**config.mk**
```make
export PLATFORM = sky130hd
export DESIGN_NAME = router_pkt_source
export DESIGN_NICKNAME = d
export VERILOG_FILES = /design/src/rtl/router_pkt_source.sv
export SDC_FILE = /design/constraint.sdc
export NUM_CORES = 1
export LEC_CHECK = 0
export CAP_MARGIN = 25
export CORE_ASPECT_RATIO = 1.1
export CORE_MARGIN = 2
export CORE_UTILIZATION = 59
export CTS_BUF_LIST = sky130_fd_sc_hd__clkbuf_8
export CTS_CLUSTER_SIZE = 24
export DETAILED_ROUTE_END_ITERATION = 8
export PLACE_DENSITY_LB_ADDON = 0.15
export SLEW_MARGIN = 30
export SYNTH_ARGS = -nofsm -noshare
export SYNTH_HDL_FRONTEND = slang
export SYNTH_SLANG_ARGS = --single-unit
```
**constraint.sdc**
```tcl
create_clock -name clock -period 5.2 [get_ports clock]
set_input_delay 1.3 -clock clock [delete_from_list [all_inputs] [get_ports clock]]
set_output_delay 1.3 -clock clock [all_outputs]
set_load 0.03 [all_outputs]
```
**src/rtl/router_pkt_source.sv**
```systemverilog
// Source-side packet transmitter for the router: buffers payload bytes, then emits
// header, payload and parity back-to-back so pkt_valid never gaps mid-packet.
module router_pkt_source #(
    parameter int DEPTH           = 64,
    parameter bit PARITY_INCL_HDR = 1'b0
) (
    input  logic       clock,
    input  logic       reset,
    input  logic       cmd_valid,
    output logic       cmd_ready,
    input  logic [1:0] cmd_addr,
    input  logic [5:0] cmd_len,
    input  logic       cmd_corrupt,
    input  logic       pl_valid,
    output logic       pl_ready,
    input  logic [7:0] pl_data,
    input  logic       busy,
    output logic [7:0] data_out,
    output logic       pkt_valid,
    output logic       pkt_done,
    output logic       cmd_err,
    output logic       tx_active
);
    localparam int            AW   = $clog2(DEPTH);
    localparam logic [AW:0]   FULL = (AW+1)'(DEPTH);

    typedef enum logic [2:0] {IDLE, WAIT_DATA, HEADER, PAYLOAD, PARITY} state_t;
    state_t state, state_nx;

    logic [7:0]    mem [DEPTH];
    logic [AW-1:0] wr_ptr, rd_ptr;
    logic [AW:0]   count;
    logic [1:0]    addr_q;
    logic [5:0]    len_q, remaining;
    logic          corrupt_q;
    logic [7:0]    parity, parity_nx, hdr;
    logic          cmd_hs, cmd_bad, push, pop, accept, hdr_go;

    always_ff @(posedge clock) begin
        if (reset) state <= IDLE;
        else       state <= state_nx;
    end

    always_comb begin
        state_nx = state;
        case (state)
            IDLE:      if (cmd_hs && !cmd_bad)           state_nx = WAIT_DATA;
            WAIT_DATA: if (hdr_go)                       state_nx = HEADER;
            HEADER:    if (accept)                       state_nx = PAYLOAD;
            PAYLOAD:   if (accept && remaining == 6'd1)  state_nx = PARITY;
            PARITY:    if (accept)                       state_nx = IDLE;
            default:                                     state_nx = IDLE;
        endcase
    end

    always_comb begin
        cmd_ready = (state == IDLE) && !reset;
        cmd_hs    = cmd_valid && cmd_ready;
        cmd_bad   = (cmd_len == 6'd0) || (cmd_addr == 2'd3);
        accept    = (state == HEADER || state == PAYLOAD || state == PARITY) && !busy;
        pop       = (state == PAYLOAD) && !busy;
        hdr_go    = (state == WAIT_DATA) && (count >= (AW+1)'(len_q));
        pl_ready  = (count != FULL);
        push      = pl_valid && pl_ready;
        hdr       = {len_q, addr_q};
        parity_nx = parity ^ data_out;
    end

    // Storage is not reset; clearing the pointers is what discards stale payload.
    always_ff @(posedge clock) begin
        if (push) mem[wr_ptr] <= pl_data;
    end

    always_ff @(posedge clock) begin
        if (reset) begin
            wr_ptr <= '0;
            rd_ptr <= '0;
            count  <= '0;
        end else begin
            if (push) wr_ptr <= wr_ptr + AW'(1);
            if (pop)  rd_ptr <= rd_ptr + AW'(1);
            case ({push, pop})
                2'b10:   count <= count + (AW+1)'(1);
                2'b01:   count <= count - (AW+1)'(1);
                default: count <= count;
            endcase
        end
    end

    always_ff @(posedge clock) begin
        if (reset) begin
            data_out  <= 8'h00;
            pkt_valid <= 1'b0;
            pkt_done  <= 1'b0;
            cmd_err   <= 1'b0;
            tx_active <= 1'b0;
            addr_q    <= '0;
            len_q     <= '0;
            corrupt_q <= 1'b0;
            remaining <= '0;
            parity    <= 8'h00;
        end else begin
            pkt_done <= 1'b0;
            cmd_err  <= 1'b0;
            case (state)
                IDLE: if (cmd_hs) begin
                    addr_q    <= cmd_addr;
                    len_q     <= cmd_len;
                    corrupt_q <= cmd_corrupt;
                    cmd_err   <= cmd_bad;
                end
                WAIT_DATA: if (hdr_go) begin
                    data_out  <= hdr;
                    pkt_valid <= 1'b1;
                    tx_active <= 1'b1;
                    parity    <= PARITY_INCL_HDR ? hdr : 8'h00;
                end
                HEADER: if (accept) begin
                    data_out  <= mem[rd_ptr];
                    remaining <= len_q;
                end
                // The byte on data_out is the buffer head; the next one sits at rd_ptr+1.
                PAYLOAD: if (accept) begin
                    remaining <= remaining - 6'd1;
                    parity    <= parity_nx;
                    if (remaining == 6'd1) begin
                        data_out  <= parity_nx ^ {7'b0, corrupt_q};
                        pkt_valid <= 1'b0;
                    end else begin
                        data_out  <= mem[rd_ptr + AW'(1)];
                    end
                end
                PARITY: if (accept) begin
                    data_out  <= 8'h00;
                    tx_active <= 1'b0;
                    pkt_done  <= 1'b1;
                end
                default: ;
            endcase
        end
    end
endmodule
```
## After elaboration in Yosys (flattened, before gate mapping)

Memory sizes are Yosys's and may differ from the RTL's. A register that Yosys moved wholly into a read port is not among the register bits.
Index checks and enable logic that the tools add are counted.

- Add/sub/neg operators: 5
- Div/mod/pow operators: 0
- Mux-type cells: 30
- Reductions and logical operators: 30
- $mul: 0
- Shift-type cells: 0
- Equality and inequality tests: 16
- Order comparisons: 1
- Bitwise logic cells: 5

Operators by type and width:

| kind | number |
|---|---|
| 8-bit 2-to-1 mux | 7 |
| 8-bit case mux with 4 select lines | 1 |
| 6-bit 2-to-1 mux | 4 |
| 8-bit case mux with 2 select lines | 1 |
| 3-bit 2-to-1 mux | 5 |
| 3-bit case mux with 5 select lines | 1 |
| 7-bit case mux with 2 select lines | 1 |
| 6-bit by 1-bit adder with 6-bit output, second input constant | 2 |
| 2-bit != test, second input constant | 6 |
| 6-bit case mux with 2 select lines | 1 |
| 5-bit AND reduction | 2 |
| 3-bit AND reduction | 3 |
| 1-bit logical AND | 8 |
| 2-bit nonzero test | 4 |
| 8-bit by 1-bit XOR with 8-bit output | 1 |
| 8-bit XOR | 1 |
| 7-bit by 1-bit adder with 7-bit output, second input constant | 1 |
| 7-bit by 6-bit greater-or-equal comparator with 1-bit output | 1 |
| 1-bit 2-to-1 mux | 7 |
| 7-bit != test, second input constant | 1 |
| 7-bit by 1-bit subtractor with 7-bit output, second input constant | 1 |
| 3-bit by 2-bit equality test with 1-bit output, second input constant | 2 |
| 6-bit by 1-bit equality test with 1-bit output, second input constant | 1 |
| 6-bit logical NOT | 1 |
| 16 further kinds | 24 |

- Bits of input ports: 22
- Flip-flop bits (word level): 57
- Output and inout bits: 14
- Bits in latches: 0
- Bits in writable memories: 512
- Memories: 1
- Memory bits (read-only): 0
- Word-level logic and storage cells: 102

Memory list:

| name | depth | bits a word | rd ports | clocked after memory_dff | wr ports | line | text |
|---|---|---|---|---|---|---|---|
| mem | 64 | 8 | 2 | 1 | 1 | 30 | `logic [7:0] mem [DEPTH];` |

## Logic depth before layout (Yosys ltp)

Gate-level depths: netlist (run 1).

- Depth after elaboration: 7
- Depth in mapped cells: 17
- Mapped depth without buffers: 12

## Worst setup path before layout (run 1)

Ideal clock, no wire load.

- Kind: input-to-reg
- From: in busy
- To: reg count[4]
- Setup time: 0.128 ns
- Buffers on the path: 5
- Stages: 17
- Path slack: 0.839 ns
- Data arrival time: 4.233 ns
- Required time: 5.072 ns
- Cells stage by stage: buf_2 nand4bb_1 buf_2 clkinv_1 clkbuf_1 ha_1 clkbuf_1 clkbuf_1 xor2_1 ha_1 nor2_1 o21bai_1 a22oi_1 or3_1 a21oi_1 xnor2_1 nor2_1

- Longest elaborated chain between the ends: 4
- Elaborated cells between the ends (all ways): 6
- Classes of those cells: eq/ne (2); mux (1); reduce/logical (3)

Ends and longest elaborated chain:

| element | line | text |
|---|---|---|
| start, declared | 17 | `input logic busy,` |
| 1-bit logical NOT (*) | 61 | `pop = (state == PAYLOAD) && !busy;` |
| 1-bit logical AND (*) | 61 |  |
| via pop | 37 | `logic cmd_hs, cmd_bad, push, pop, accept, hdr_go;` |
| 2-bit by 1-bit equality test with 1-bit output / 2-bit equality test (equally long branches) | 82 | `case ({push, pop})` |
| 7-bit case mux with 2 select lines / 2-bit nonzero test (equally long branches) | -- |  |
| end signal, assigned | 83 | `2'b10: count <= count + (AW+1)'(1);` |
| end signal, assigned | 84 | `2'b01: count <= count - (AW+1)'(1);` |
| end signal, assigned | 85 | `default: count <= count;` |
| end, declared | 32 | `logic [AW:0] count;` |

The timed path passes the listed nets; every way through them passes the cells marked *.
A chain may end at the register's enable or synchronous reset.

## Worst setup path in the final report (run 1)

- From: reg rd_ptr[0]
- To: reg data_out[2]

- Longest elaborated chain between the ends: 5

Ends and longest elaborated chain:

| element | line | text |
|---|---|---|
| start, declared | 31 | `logic [AW-1:0] wr_ptr, rd_ptr;` |
| start signal, assigned | 81 | `if (pop) rd_ptr <= rd_ptr + AW'(1);` |
| 6-bit by 1-bit adder with 6-bit output | 130 | `data_out <= mem[rd_ptr + AW'(1)];` |
| memory read 64 x 8 bit | -- |  |
| 8-bit 2-to-1 mux | 126 | `if (remaining == 6'd1) begin` |
| 8-bit 2-to-1 mux | 123 | `PAYLOAD: if (accept) begin` |
| 8-bit case mux with 4 select lines | 105 | `case (state)` |
| end signal, assigned | 113 | `data_out <= hdr;` |
| end signal, assigned | 127 | `data_out <= parity_nx ^ {7'b0, corrupt_q};` |
| end signal, assigned | 130 |  |
| end, declared | 18 | `output logic [7:0] data_out,` |

No other way between the ends. The select of a mux whose other input is x is not followed.

==> impl_metrics.csv, run 1 <==
group,metric,value,unit
clocking,worst_skew_pair.late_latency,710,ps
synthesis,synthArstFlopShare,0,%
worst_setup_path,critPathArrivalTime,4310,ps
status,status,"finished clean",
grt,grt_pass1_wl,116,mm
clocking,cts_buffers,91,
clocking,cts.sinks,575,
synthesis,syn-cell-area,28100,µm²
pwr,p_comb_share,10.9,%
routing,drtIter0Drc,2540,
sta,drv_slew,0,
clocking,cts_root_buf,"clkbuf_8",
sta,clock_skew,23.8,ps
synthesis,ys_top_cells_by_area,"edfxtp_1 (55%), mux4_2 (18%), dfxtp_1 (4.5%)",
final_layout,finalNetCount,1806,
sta,grt_setup_unrepaired,"false",
synthesis,synth.most_common_cell,"edfxtp_1",
synthesis,avgSynthCellArea,16.3,µm²
sta,fmax,0.267,GHz
final_layout,drive_gt1_share,25.0,%
pwr,power_switching,2.69,mW
sta,timing.final.crit_share,72.1,%
pwr,power-per-cell-area,340,nW/µm²
floorplanning,die-area,49400,µm²
synthesis,ys.flop_type,"edfxtp_1",
synthesis,synthTopCellsByCount,"edfxtp_1 (512), mux4_2 (221), nor2_1 (118)",
grt,grt_max_degree,102,
routing,wl_per_cell,31.8,µm
sta,tightest_slew,983,ps
worst_setup_path,cp_data_required_time,5760,ps
routing,drtAntennaViolNets,0,
floorplanning,io_pins,36,
pwr,seqPwrFrac,49.8,%
floorplanning,die_h,233,µm
sta,relSlewSlack,34.5,%
final_layout,design_area,30700,µm²
synthesis,synth_top_area_share,54.8,%
clocking,tritoncts,"built",
placement,place_congestion,0.967,
synthesis,syn_inst,1721,
worst_setup_path,cp_max_fo,47,
synthesis,synth_nets,1755,
synthesis,synth_warnings,0,
clocking,cts-resized-gates,0,
clocking,cts_buffer_depth,3,
synthesis,synth_edf_count,512,
pwr,internal_power,7.75,mW
clocking,hold_buffers,0,
grt,grt_pass1_vias,17001,
worst_setup_path,crit_type,"reg2reg",
clocking,post_cts_buffers,0,
routing,first_pass_iters,6,
placement,dpl_cell_area,28800,µm²
worst_setup_path,critPathCaptureType,"flop",
grt,grt.total_usage,33.1,%
routing,vias,17405,
final_layout,final_core_util,65.6,%
worst_setup_path,cp-startpoint,"rd_ptr[0]$_SDFFE_PP0P_",
sta,setup_viol,0,
synthesis,yosysSeqAreaShare,59.2,%
placement,hpwl,52.8,mm
pwr,p_sw_share,25.7,%
floorplanning,coreArea,46800,µm²
grt,grt-ovfl-total,0,
sta,hold_violations,0,
routing,drcViolationCount,0,
floorplanning,rows,83,
worst_setup_path,reg2reg_from,"rd_ptr[0]$_SDFFE_PP0P_",
floorplanning,die_x,212,µm
synthesis,synth-seq-cells,575,
synthesis,yosys.area.top_type,"edfxtp_1",
placement,numPortBuffers,35,
pwr,p_clk_share,39.3,%
pwr,vdd_drop_max,0.176,mV
hold_path,hold_class,"reg2reg",
grt,antenna_found_initial,1,
sta,fin_tns_setup,0,ps
synthesis,synth_cell_type_count,80,
clocking,clkTransAtPathRegs,70,ps
routing,vias_per_cell,7.00,
sta,min_period,3750,ps
hold_path,holdCritStartpoint,"pkt_valid$_SDFFE_PP0P_",
pwr,p_leak,9.54,nW
worst_setup_path,crit_path_start_kind,"flop",
final_layout,syn2layout_area_growth,9.49,%
floorplanning,initial_core_util,60.0,%
flow_run,max_cap_viol_count,0,
routing,routed_wl,79.0,mm
clocking,htreeDepth,3,
[power groups by stage]
stage,clock (mW),combinational (mW),sequential (mW)
5_1_grt,4.33,1.21,5.20
2_1_floorplan,0,0.719,5.28
3_3_place_gp,0,1.10,5.29
6_report,4.10,1.14,5.19
4_1_cts,4.13,1.12,5.19
3_5_place_dp,0,1.11,5.29
[flip-flops by register name, summed over array words and instances (netlist names), named ones only]
name / count
addr_q: 2
cmd_err: 1
corrupt_q: 1
count: 7
data_out: 8
len_q: 6
mem: 512
parity: 8
pkt_done: 1
pkt_valid: 1
rd_ptr: 6
remaining: 6
state: 3
tx_active: 1
wr_ptr: 6
[per-stage QoR]
stage / power [mW] / instances / hold slack, ps / setup WS [ps]
2_1_floorplan: 6.00 / 1721 / 445 / 839
3_3_place_gp: 6.39 / 2314 / 468 / 983
3_5_place_dp: 6.40 / 2314 / 472 / 903
4_1_cts: 10.4 / 2482 / 483 / 1480
5_1_grt: 10.7 / 2484 / 515 / 1310
6_report: 10.4 / 2485 / 478 / 1450
[layout by cell type, fill, tap and decap left out, types with 5 or more instances in the layout]
master           count
dfxtp_1             58
buf_12               7
buf_2                7
o31ai_1              8
clkbuf_8            95
nor2b_1             11
xnor2_1              7
and3_1              10
a221oi_1             8
buf_4               45
or2_2                5
a22oi_1             14
mux2i_1            102
a21oi_1             60
edfxtp_1           512
xor2_1              21
mux4_1              20
nor2_1             117
ha_1                11
and2_1               6
a2111oi_0            5
o211a_1              5
nor3_1               9
bufinv_16           10
clkinv_1            18
inv_1               35
nand3_1             19
clkinv_2            19
o21ai_0             42
nand3b_1            20
mux2_2              20
o22ai_1             22
a211oi_1            13
nand2_1            107
nand4_1              5
or3_1               12
mux4_2             221
clkdlybuf4s50_1     26
nand2b_1            14
nor4_1              22
[kinds of logic after synthesis]
group           count (synthesis)  synth area share (%)
compound gates                218                  5.16
xor+xnor                       31                  1.09
fa+ha+maj                      12                 0.535
buf+inv                       143                  3.34
flops                         575                  59.2
mux                           363                  24.0
simple gates                  379                  6.59
[per-layer routing]
metal | global-route usage (%) | wire (µm)
met1 | 46.0 | 29800
met2 | 49.5 | 36200
met3 | 9.15 | 9310
met4 | 14.6 | 3550
met5 | 0 | 17
[worst paths after layout]
kind,to,slack [ps],depth (start not counted)
setup / recovery,data_out[2]$_SDFFE_PP0P_,1450,9
hold / removal,pkt_valid$_SDFFE_PP0P_,480,2
setup reg to reg,data_out[2]$_SDFFE_PP0P_,1450,9
hold reg to reg,pkt_valid$_SDFFE_PP0P_,480,2
[final cells by class]
| class | count | area, µm² |
|---|---|---|
| sequential | 575 | 16600 |
| multi-input combinational | 1003 | 10500 |
| clock inverter | 73 | 602 |
| clock buffer | 95 | 1310 |
| fill | 3234 | 16100 |
| tap | 637 | 797 |
| antenna | 1 | 2.50 |
| inverter | 15 | 56.3 |
| timing repair buffer | 86 | 801 |
[critical path, stage by stage, from the launching register on]
cell and delay [ps]:
dfxtp_4 670, ha_4 340, xor2_4 160, buf_4 580, mux4_2 430, mux2i_1 180
o22ai_1 170, nor4_1 760, or3_1 200, a211oi_1 60
Note: power is estimated with default switching activity, not from simulation.
==> inputs of run 2 (changes only) <==
==> constraint.sdc (replaced) <==
create_clock -name clock -period 3.5 [get_ports clock]
set_input_delay 0.875 -clock clock [delete_from_list [all_inputs] [get_ports clock]]
set_output_delay 0.875 -clock clock [all_outputs]
set_load 0.03 [all_outputs]
==> run 2 against run 1 <==
  * Wire length is 3.9% lower
  * Register-to-register slack worse by 1200 ps
  * Total power is 46% higher
  * Via count is 0.30% higher
  * Largest cell class unchanged
  * Global-route usage is 1.3 points lower
  * Core utilization is 1.4 points higher
==> impl_metrics.csv, run 2 (same netlist as run 1, synthesis figures left out) <==
group,metric,value,unit
final_layout,syn2layout_area_growth,11.8,%
floorplanning,initial_core_util,60.0,%
grt,grt-ovfl-total,0,
clocking,htreeDepth,3,
routing,routed_wl,75.9,mm
final_layout,largestRegisters,"mem x512, data_out x8, parity x8",
routing,drcViolationCount,0,
status,status,"finished clean",
pwr,p_clk_share,38.4,%
sta,drv_slew,0,
clocking,worst_skew_pair.late_latency,690,ps
sta,relSlewSlack,37.8,%
routing,wl_per_cell,29.5,µm
sta,clock_skew,32.5,ps
sta,min_period,3260,ps
floorplanning,die-area,49400,µm²
pwr,internal_power,11.5,mW
worst_setup_path,crit_path_start_kind,"flop",
clocking,cts_buffer_depth,3,
routing,vias_per_cell,6.79,
final_layout,drive_gt1_share,28.2,%
worst_setup_path,critPathArrivalTime,3790,ps
routing,drtAntennaViolNets,0,
sta,fin_tns_setup,0,ps
sta,fmax,0.306,GHz
clocking,cts_root_buf,"clkbuf_8",
clocking,tritoncts,"built",
placement,place_congestion,0.932,
placement,numPortBuffers,35,
pwr,vdd_drop_max,0.251,mV
final_layout,mostFrequentLayoutCell,"edfxtp_1",
clocking,cts.sinks,575,
pwr,p_comb_share,11.2,%
worst_setup_path,cp_max_fo,31,
floorplanning,rows,83,
clocking,cts_buffers,90,
pwr,p_leak,10.0,nW
sta,tightest_slew,929,ps
pwr,seqPwrFrac,50.4,%
grt,grt_pass1_wl,112,mm
floorplanning,die_x,212,µm
worst_setup_path,critPathCaptureType,"flop",
grt,grt_max_degree,65,
final_layout,top_register,"mem",
pwr,power-per-cell-area,486,nW/µm²
grt,grt_pass1_vias,17149,
placement,post-place-ws,84.3,ps
clocking,cts-resized-gates,0,
final_layout,finalNetCount,1898,
clocking,clkTransAtPathRegs,60,ps
grt,antenna_found_initial,1,
final_layout,most-common-layout-cells,"edfxtp_1 (512), mux4_2 (221), buf_4 (135), nor2_1 (117), nand2_1 (107)",
flow_run,max_cap_viol_count,0,
floorplanning,coreArea,46800,µm²
pwr,p_sw_share,24.8,%
placement,hpwl,50.1,mm
final_layout,largest_reg_flops,512,
floorplanning,io_pins,36,
hold_path,hold_class,"reg2reg",
sta,grt_setup_unrepaired,"false",
worst_setup_path,cp_data_required_time,4030,ps
sta,hold_violations,0,
grt,grt.total_usage,31.9,%
floorplanning,die_h,233,µm
routing,vias,17457,
sta,fin_ws,237,ps
routing,drtIter0Drc,2488,
clocking,hold_buffers,0,
routing,first_pass_iters,6,
sta,setup_viol,0,
pwr,power_switching,3.79,mW
clocking,post_cts_buffers,0,
sta,timing.final.crit_share,93.2,%
worst_setup_path,crit_type,"reg2reg",
## run 2: changes by cell type in the layout (fill, tap and decap cells not counted), moves of 2 or more
cell,change
buf_4,+90
inv_1,+7
clkinv_2,-6
buf_12,+4
clkinv_1,-3
clkbuf_8,+2
inv_8,-2
## run 2: area by class of cell
| type | count | area, µm² |
|---|---|---|
| Antenna cell | 1 | 2.50 |
| Timing Repair Buffer | 179 | 1530 |
| Clock buffer | 97 | 1340 |
| Fill cell | 3162 | 15400 |
| Sequential cell | 575 | 16600 |
| Clock inverter | 65 | 500 |
| Inverter | 15 | 57.6 |
| Tap cell | 637 | 797 |
| Multi-Input combinational cell | 1003 | 10500 |
## run 2: per-stage QoR
stage / area (µm²) / power, mW / util (%) / hold slack [ps] / cells
after detailed placement: 29600 / 9.53 / 63.1 / 474 / 2409
after floorplan: 28100 / 8.92 / - / 445 / 1721
final: 31400 / 15.3 / 67.1 / 479 / 2572
after CTS: 31400 / 15.3 / 67.0 / 482 / 2571
after global placement: 29600 / 9.50 / 63.1 / 467 / 2409
after global routing: 31400 / 15.7 / 67.1 / 521 / 2572
## run 2: path summary, 6_finish.rpt
kind                                             start                       end  slack (ps)  cells past startpoint
worst min register to register  pkt_valid$_SDFFE_PP0P_    pkt_valid$_SDFFE_PP0P_         480                      2
worst max-delay path            rd_ptr[1]$_SDFFE_PP0P_  data_out[2]$_SDFFE_PP0P_         240                      9
worst min-delay path            pkt_valid$_SDFFE_PP0P_    pkt_valid$_SDFFE_PP0P_         480                      2
worst max register to register  rd_ptr[1]$_SDFFE_PP0P_  data_out[2]$_SDFFE_PP0P_         240                      9
## run 2: routing by layer
layer	up-vias	share of wire (%)	GRT usage, %
met5	-	0	0
met4	0	4.0	13.8
met3	181	11	5.28
met2	1052	47	49.2
met1	8898	38	45.4
li1	7326	-	-
## run 2: worst max-delay path, stage by stage (launching register included)
cell and delay (ps):
dfxtp_1 400, ha_4 650, buf_12 320, mux4_2 350, mux2i_1 400, o22ai_1 130, nor4_1 460, buf_4 200
or3_1 100, a211oi_1 70
## run 2: power by group through the flow
stage                     logic (mW)  clock network, mW  registers, mW
after floorplan                 1.07                  0           7.85
after global placement          1.67                  0           7.84
after detailed placement        1.69                  0           7.84
after CTS                       1.70               5.94           7.70
after global routing            1.83               6.21           7.71
final                           1.71               5.86           7.70
